$ cat src/rtl/alu_issue_wb_pkg.sv
// Shared constants, payload types and op-decode helpers for the ALU issue/write-back stage.
package alu_issue_wb_pkg;

  localparam int unsigned DATA_W = 32;
  localparam int unsigned NREG   = 8;
  localparam int unsigned REG_AW = 3;
  localparam int unsigned OP_W   = 3;
  localparam int unsigned FLAG_W = 3;

  localparam logic [OP_W-1:0] OP_ADD = 3'b000;
  localparam logic [OP_W-1:0] OP_SUB = 3'b001;
  localparam logic [OP_W-1:0] OP_AND = 3'b010;
  localparam logic [OP_W-1:0] OP_OR  = 3'b011;
  localparam logic [OP_W-1:0] OP_NOT = 3'b100;

  localparam int unsigned FLAG_Z = 2;
  localparam int unsigned FLAG_C = 1;
  localparam int unsigned FLAG_V = 0;

  // Op held in the EX register while it waits for the ALU and the WB slot.
  typedef struct packed {
    logic [OP_W-1:0]   op;
    logic [REG_AW-1:0] rd;
    logic [REG_AW-1:0] rs1;
    logic [REG_AW-1:0] rs2;
    logic              imm_en;
    logic [DATA_W-1:0] imm;
  } ex_op_t;

  function automatic logic is_legal_op(input logic [OP_W-1:0] op);
    return (op <= OP_NOT);
  endfunction

  function automatic logic is_arith_op(input logic [OP_W-1:0] op);
    return (op == OP_ADD) || (op == OP_SUB);
  endfunction

endpackage

$ cat src/rtl/alu_issue_wb_regfile.sv
// Architectural register file: two combinational read ports, one synchronous write port, r0 reads 0.
module alu_regfile
  import alu_issue_wb_pkg::*;
(
  input  logic              clk,
  input  logic              rst,
  input  logic [REG_AW-1:0] raddr_a,
  output logic [DATA_W-1:0] rdata_a,
  input  logic [REG_AW-1:0] raddr_b,
  output logic [DATA_W-1:0] rdata_b,
  input  logic              we,
  input  logic [REG_AW-1:0] waddr,
  input  logic [DATA_W-1:0] wdata
);

  logic [DATA_W-1:0] regs_q [NREG];
  logic [DATA_W-1:0] regs_d [NREG];

  // Writes to r0 are dropped here so callers need not filter them.
  always_comb begin
    regs_d = regs_q;
    if (we && (waddr != '0)) begin
      regs_d[waddr] = wdata;
    end
  end

  always_ff @(posedge clk) begin
    if (rst) begin
      regs_q <= '{default: '0};
    end else begin
      regs_q <= regs_d;
    end
  end

  assign rdata_a = (raddr_a == '0) ? '0 : regs_q[raddr_a];
  assign rdata_b = (raddr_b == '0) ? '0 : regs_q[raddr_b];

endmodule

$ cat src/rtl/alu_issue_wb.sv
// Operand-issue and write-back stage around an external combinational ALU:
// EX register feeds the ALU, WB register captures the result and retires it to the regfile.
module alu_issue_wb
  import alu_issue_wb_pkg::*;
(
  input  logic              clk,
  input  logic              rst,
  input  logic              in_valid,
  output logic              in_ready,
  input  logic [2:0]        in_op,
  input  logic [REG_AW-1:0] in_rd,
  input  logic [REG_AW-1:0] in_rs1,
  input  logic [REG_AW-1:0] in_rs2,
  input  logic              in_imm_en,
  input  logic [DATA_W-1:0] in_imm,
  output logic [DATA_W-1:0] alu_opA,
  output logic [DATA_W-1:0] alu_opB,
  output logic [2:0]        alu_sel,
  input  logic [DATA_W-1:0] alu_res,
  input  logic              alu_z,
  input  logic              alu_c,
  input  logic              alu_v,
  output logic              wb_valid,
  input  logic              wb_ready,
  output logic [REG_AW-1:0] wb_rd,
  output logic [DATA_W-1:0] wb_data,
  output logic [2:0]        flags,
  output logic              err
);

  ex_op_t            ex_q, ex_d;
  logic              ex_valid_q, ex_valid_d;
  logic              wb_valid_q, wb_valid_d;
  logic [REG_AW-1:0] wb_rd_q, wb_rd_d;
  logic [DATA_W-1:0] wb_data_q, wb_data_d;
  logic [FLAG_W-1:0] flags_q, flags_d;
  logic              err_q, err_d;

  logic              ex_adv_c;
  logic              accept_c;
  logic              rf_we_c;
  logic [DATA_W-1:0] rs1_data_c;
  logic [DATA_W-1:0] rs2_data_c;

  alu_regfile u_regfile (
    .clk     (clk),
    .rst     (rst),
    .raddr_a (ex_q.rs1),
    .rdata_a (rs1_data_c),
    .raddr_b (ex_q.rs2),
    .rdata_b (rs2_data_c),
    .we      (rf_we_c),
    .waddr   (ex_q.rd),
    .wdata   (alu_res)
  );

  assign ex_adv_c = ex_valid_q && (!wb_valid_q || wb_ready);
  assign accept_c = in_valid && in_ready;
  assign in_ready = !ex_valid_q || ex_adv_c;

  // ALU inputs are forced to zero while EX is empty.
  assign alu_opA = ex_valid_q ? rs1_data_c : '0;
  assign alu_opB = !ex_valid_q ? '0 : (ex_q.imm_en ? ex_q.imm : rs2_data_c);
  assign alu_sel = ex_valid_q ? ex_q.op : '0;

  always_comb begin
    ex_d       = ex_q;
    ex_valid_d = ex_valid_q;
    wb_valid_d = wb_valid_q;
    wb_rd_d    = wb_rd_q;
    wb_data_d  = wb_data_q;
    flags_d    = flags_q;
    err_d      = err_q;
    rf_we_c    = 1'b0;

    if (wb_valid_q && wb_ready) begin
      wb_valid_d = 1'b0;
    end

    // Retire the EX op; an illegal op only raises err and leaves no record.
    if (ex_adv_c) begin
      ex_valid_d = 1'b0;
      if (is_legal_op(ex_q.op)) begin
        wb_valid_d      = 1'b1;
        wb_rd_d         = ex_q.rd;
        wb_data_d       = alu_res;
        rf_we_c         = 1'b1;
        flags_d[FLAG_Z] = alu_z;
        if (is_arith_op(ex_q.op)) begin
          flags_d[FLAG_C] = alu_c;
          flags_d[FLAG_V] = alu_v;
        end
      end else begin
        err_d = 1'b1;
      end
    end

    if (accept_c) begin
      ex_valid_d = 1'b1;
      ex_d       = '{op: in_op, rd: in_rd, rs1: in_rs1, rs2: in_rs2,
                     imm_en: in_imm_en, imm: in_imm};
    end
  end

  always_ff @(posedge clk) begin
    if (rst) begin
      ex_q       <= '0;
      ex_valid_q <= 1'b0;
      wb_valid_q <= 1'b0;
      wb_rd_q    <= '0;
      wb_data_q  <= '0;
      flags_q    <= '0;
      err_q      <= 1'b0;
    end else begin
      ex_q       <= ex_d;
      ex_valid_q <= ex_valid_d;
      wb_valid_q <= wb_valid_d;
      wb_rd_q    <= wb_rd_d;
      wb_data_q  <= wb_data_d;
      flags_q    <= flags_d;
      err_q      <= err_d;
    end
  end

  assign wb_valid = wb_valid_q;
  assign wb_rd    = wb_rd_q;
  assign wb_data  = wb_data_q;
  assign flags    = flags_q;
  assign err      = err_q;

endmodule

$ cat config.mk
export PLATFORM = sky130hd
export DESIGN_NAME = alu_issue_wb
export DESIGN_NICKNAME = d
export VERILOG_FILES = /design/src/rtl/alu_issue_wb_pkg.sv /design/src/rtl/alu_issue_wb_regfile.sv /design/src/rtl/alu_issue_wb.sv
export SDC_FILE = /design/constraint.sdc
export NUM_CORES = 1
export LEC_CHECK = 0
export BUFFER_PORTS_ARGS = -buffer_cell sky130_fd_sc_hd__buf_2
export CAP_MARGIN = 10
export CORE_ASPECT_RATIO = 1.4
export CORE_MARGIN = 8
export CORE_UTILIZATION = 52
export CTS_BUF_LIST = sky130_fd_sc_hd__clkbuf_8
export CTS_CLUSTER_SIZE = 24
export DETAILED_ROUTE_END_ITERATION = 16
export PLACE_DENSITY = 0.72
export SKIP_CTS_REPAIR_TIMING = 1
export SLEW_MARGIN = 10
export SYNTH_ARGS = -nofsm -noshare
export SYNTH_HDL_FRONTEND = slang
export SYNTH_SLANG_ARGS = --single-unit
$ cat constraint.sdc
create_clock -name clk -period 2.4 [get_ports clk]
set_input_delay 0.48 -clock clk [delete_from_list [all_inputs] [get_ports clk]]
set_output_delay 0.48 -clock clk [all_outputs]
set_load 0.03 [all_outputs]
# After elaboration in Yosys (flattened, before gate mapping)
# Index checks and enable logic that the tools add are counted.
[totals]
ff_bits = 342
output_inout_bits = 108
latch_bits = 0
mem_count = 0
rom_bits = 0
ramBits = 0
[op_classes]
n_bitwise = 4
add_sub_neg = 0
n_shift = 0
eq_ne = 1
mux = 22
n_reduce_logical = 18
magnitude_cmp = 5
div = 0
mul = 0
[ops]
columns = ["operator", "n"]
rows = [
  ["$mux 32", 10],
  ["$bwmux 256", 1],
  ["$bmux 32 s3", 2],
  ["$demux 32 s3", 1],
  ["$ge 4x4->1 const B", 3],
  ["$not 3->4", 3],
  ["$logic_not 3->1", 3],
  ["$mux 1", 7],
  ["$logic_and 1x1->1", 5],
  ["$lt 4x1->1 const B", 1],
  ["$reduce_and 2->1", 2],
  ["$eq 3x1->1 const B", 1],
  ["$le 3x3->1 const B", 1],
  ["$logic_or 1x1->1", 3],
  ["$mux 3", 1],
  ["$reduce_and 3->1", 1],
  ["$reduce_bool 3->1", 1],
  ["$logic_not 1->1", 2],
  ["$reduce_bool 2->1", 1],
  ["$not 1->1", 1],
]

# Depth between registers and ports, before layout
[depth]
ltp_word = 7
mapped_depth = 7
mapped_depth_nobuf = 4

# Hierarchy
# A second synthesis with hierarchy kept.
[hier_totals]
hier_cells = 1876
hier_area_um2 = 16510.8
[by_module_without_submodules]
columns = ["mod", "area_each_um2", "cells_each", "instances", "seq_area_each_um2"]
rows = [
  ["alu_regfile", 11971.5, 1377, 1, 4484.3],
  ["alu_issue_wb", 4539.4, 499, 1, 1721.7],
]

# Worst setup path after synthesis
# Ideal clock, no wire load.
[synth_path]
kind = "reg2out"
from = "register ex_q[33] (netlist bit)"
to = "output port alu_opB[31]"
arrival_time_ns = 2.141
slack_ns = -0.221
t_required_ns = 1.920
path_buffers = 3
path_stages_with_launch = 6
cell_sequence = "dfxtp_1 > buf_2 > buf_2 > clkbuf_1 > a311oi_1 > o41ai_1"
[synth_between]
elab_chain_cells = 7
[synth_lines]
columns = ["element", "line", "source"]
rows = [
  ["start: declaration", "alu_issue_wb.sv:31", "ex_op_t ex_q, ex_d;"],
  ["start signal: assignment", "alu_issue_wb.sv:107", "ex_q <= '0;"],
  ["start signal: assignment", "alu_issue_wb.sv:115", "ex_q <= ex_d;"],
  ["$not 3->4 (not written as such)", "alu_issue_wb_regfile.sv:36", "assign rdata_b = (raddr_b == '0) ? '0 : regs_q[raddr_b];"],
  ["$bmux 32 s3", "alu_issue_wb_regfile.sv:36", ""],
  ["$mux 32 (not written as such) (2 in a row)", "alu_issue_wb_regfile.sv:36", ""],
  ["$mux 32 *", "alu_issue_wb_regfile.sv:36", ""],
  ["$mux 32 * (2 in a row)", "alu_issue_wb.sv:63", "assign alu_opB = !ex_valid_q ? '0 : (ex_q.imm_en ? ex_q.imm : rs2_data_c);"],
  ["end: declaration", "alu_issue_wb.sv:17", "output logic [DATA_W-1:0] alu_opB,"],
]
# Mark *: on every way between the ends. The rest lies on a longest branch, timed or not. The select of a mux whose other input is x is not followed.

# Worst setup path after layout
[layout_path]
from = "register ex_q[33] (netlist bit)"
to = "output port alu_opB[20]"
# Same word-level chain as after synthesis.

==> metrics.md <==
| Metric | Value |
|---|---|
| Synth Instances | 1638 |
| DIE HEIGHT | ~220 µm |
| Share of cells above drive strength 1 | 0.3265 |
| Synth Register Bits | 310 |
| Worst vdd ir | 522.9 µV |
| P_leak | around 9 nW |
| Clock root buffer | clkbuf_8 |
| Antenna violations before repair | 0 |
| Final WL | roughly 57000 µm |
| H-tree levels | 2 |
| Nature of the critical path startpoint | flip-flop |
| Slew headroom | 0.6723 |
| DRC viols | 0 |
| Fin. max-slew vios | 0 |
| Largest net degree at the start of global routing | 66 |
| Iter 0 DRT Violations | 1151 |
| Reg clk slew, reported paths | around 0.070 ns |
| Core ar. | between 20000 and 30000 µm² |
| Clock skew | roughly 0.034 ns |
| Via count | around 14000 |
| Achievable frequency | approximately 0.35 GHz |
| # setup viols final | 64 |
| Predominant post-synthesis flop cell | dfxtp_1 |
| Worst setup path startpoint | ex_q[33]$_SDFFE_PP0P_ |
| Most common cell in the netlist | dfxtp_1 |
| Starting Density | 0.5261 |
| Antenna-violating nets left | 0 |
| Mapped cell area | approximately 16000 µm² |
| Pwr dens | 570.5 nW/µm² |
| CTS Sinks | 310 |
| Final period util | 1.207 |
| Max clock buf depth | 3 |
| Status | finished, violations left |
| Crit. End Element | primary output |
| Clock latency at the later pin of the worst-skew pair | 0.61 ns |
| Min cycle time layout | ~2.9 ns |
| Nets | between 1500 and 2000 |
| GPL Wtd Cong | roughly 0.89 |
| Yosys cell types | 34 |
| Top area cells in the synthesized netlist | dfxtp_1, mux2i_1, nand2b_1 |
| First drt pass iteration count | 6 |
| Post-synth top cells | dfxtp_1, mux2i_1, nand2b_1, nand2_1, clkbuf_1 |
| Wirelength per Cell | 24.71 µm |
| Vias per Instance | between 6 and 7 |
| Average size of a mapped cell | 9.585 µm² |
| Hold_sp | in_rs2[1] |
| Worst slew pin tran | 0.4863 ns |
| # rows | 75 |
| Non-filler cells, final | about 2300 |
| RSZ-0062 raised after global routing | yes |
| Synth warn | 0 |
| GRT Resource Usage Total | 0.2738 |
| WP data required | 1.92 ns |
| Arr. time, crit path | ~2.4 ns |
| Area fraction of the dominant cell type after synthesis | 0.3953 |
| Largest fanout on the critical path | 7 |
| Hold Crit Class | in2reg |
| Total CTS buffers | 49 |
| Fin Setup TNS | -21.58 ns |
| IO Count | roughly 190 |
| Final Cell Area | 20240 µm² |
| Hold Fails Final Rpt | 0 |
| Diode count | 0 |
| Seq/Total Area, Yosys | 0.3953 |
| First-pass GRT wire length | a little under 80000 µm |
| Placed Cells | ~2100 |
| Final setup margin | -0.4959 ns |
| Die area | ~36000 µm² |
| Worst R2R Start | ex_q[42]$_SDFFE_PP0P_ |
| Area growth syn-to-layout | 28.94% |
| Yosys top cell by area | dfxtp_1 |
| Placed inst area | approximately 18000 µm² |
| Buffers added on ports | 191 |
| Post-Syn Nets | between 1500 and 2000 |
| Post-synth EDFFs | 0 |
| Max cap viols | 0 |
| HPWL after DPL | roughly 34000 µm |
| Overflow after GRT | 0 |
| CTS tree | done |
| Vias in the first global route | approximately 14000 |
| WS Path Type | reg2out |
| Die Width | between 150 and 200 µm |
| Failing checks | negative setup slack |
| Post-synth ARST share | 0 |
-- worst paths after layout --
check,slack [ns],depth (start not counted),to
hold / removal,0.10,3,ex_q[34]$_SDFFE_PP0P_
setup reg to reg,0.40,5,u_regfile.regs_q[107]$_SDFFE_PP0P_
hold reg to reg,0.45,2,wb_data[21]$_SDFFE_PP0P_
setup / recovery,-0.50,8,alu_opB[20]
-- routing by layer --
| layer | routed length [µm] | GRT usage | vias up |
|---|---|---|---|
| li1 | - | - | 6226 |
| met1 | 19860 | 0.2990 | 6925 |
| met2 | 28020 | 0.4786 | 738 |
| met3 | 4021 | 0.04627 | 243 |
| met4 | 4607 | 0.1766 | 0 |
| met5 | 0 | 0 | - |
-- power by group --
part / switching [mW] / internal, mW
clock network: 2.16 / 2.44
logic: 0.931 / 0.671
registers: 0.102 / 5.25
-- final cells by class --
class                      count  area (µm²)
fill                        2269        9598
multi-input combinational   1174        9513
sequential                   310        6227
timing repair buffer         329        3009
clock buffer                  66       908.4
tap                          385       481.7
clock inverter                19       88.84
inverter                       4       15.01
-- flip-flops by register name, summed over array words and instances (netlist names) --
name,cells
flags,3
ex_q,45
wb_data,32
u_regfile.regs_q,224
ex_valid_q,1
err,1
wb_rd,3
wb_valid,1
-- through the flow --
stage               setup WS, ns  utilization  total power [mW]  hold slack [ns]
CTS                      -0.4882       0.6203             11.27          0.09099
floorplan                0.06583            -             6.205           0.4312
global placement          0.1652       0.5868             6.724           0.4389
global route             -0.5370       0.6784             11.90           0.1094
finish                   -0.4959       0.6784             11.55           0.1004
detailed placement        0.1597       0.5868             6.742           0.4428
-- critical path: stages (launching register included) --
cell	delay (ns)
dfxtp_4	0.42
buf_4	0.14
buf_12	0.13
buf_4	0.12
buf_4	0.10
mux2i_1	0.24
o22ai_1	0.14
o311a_1	0.35
buf_6	0.16
-- logic make-up (layout without fill, tap and decap cells) --
logic type             count (synthesis)  in the layout  share of synthesized area
AND/OR/NAND/NOR                      575            575                     0.1906
flip-flops                           310            310                     0.3953
buffers and inverters                154            418                    0.04359
AO/OA/AOI/OAI                        214            214                    0.09380
multiplexers                         385            385                     0.2767
-- cells in the final DEF (no fill, tap or decap), types with 31 or more instances in the layout --
| cell type | netlist | layout |
|---|---|---|
| dfxtp_1 | 310 | 303 |
| nand2b_1 | 289 | 288 |
| mux2i_1 | 290 | 286 |
| nand2_1 | 165 | 163 |
| buf_2 | 40 | 135 |
| buf_4 | 3 | 92 |
| a21oi_1 | 86 | 84 |
| clkbuf_8 | 0 | 66 |
| buf_6 | 6 | 51 |
| nor2_1 | 69 | 47 |
| mux2_2 | 62 | 45 |
| mux4_2 | 33 | 33 |
| o311a_1 | 31 | 31 |
(Power assumes the default switching activity.)
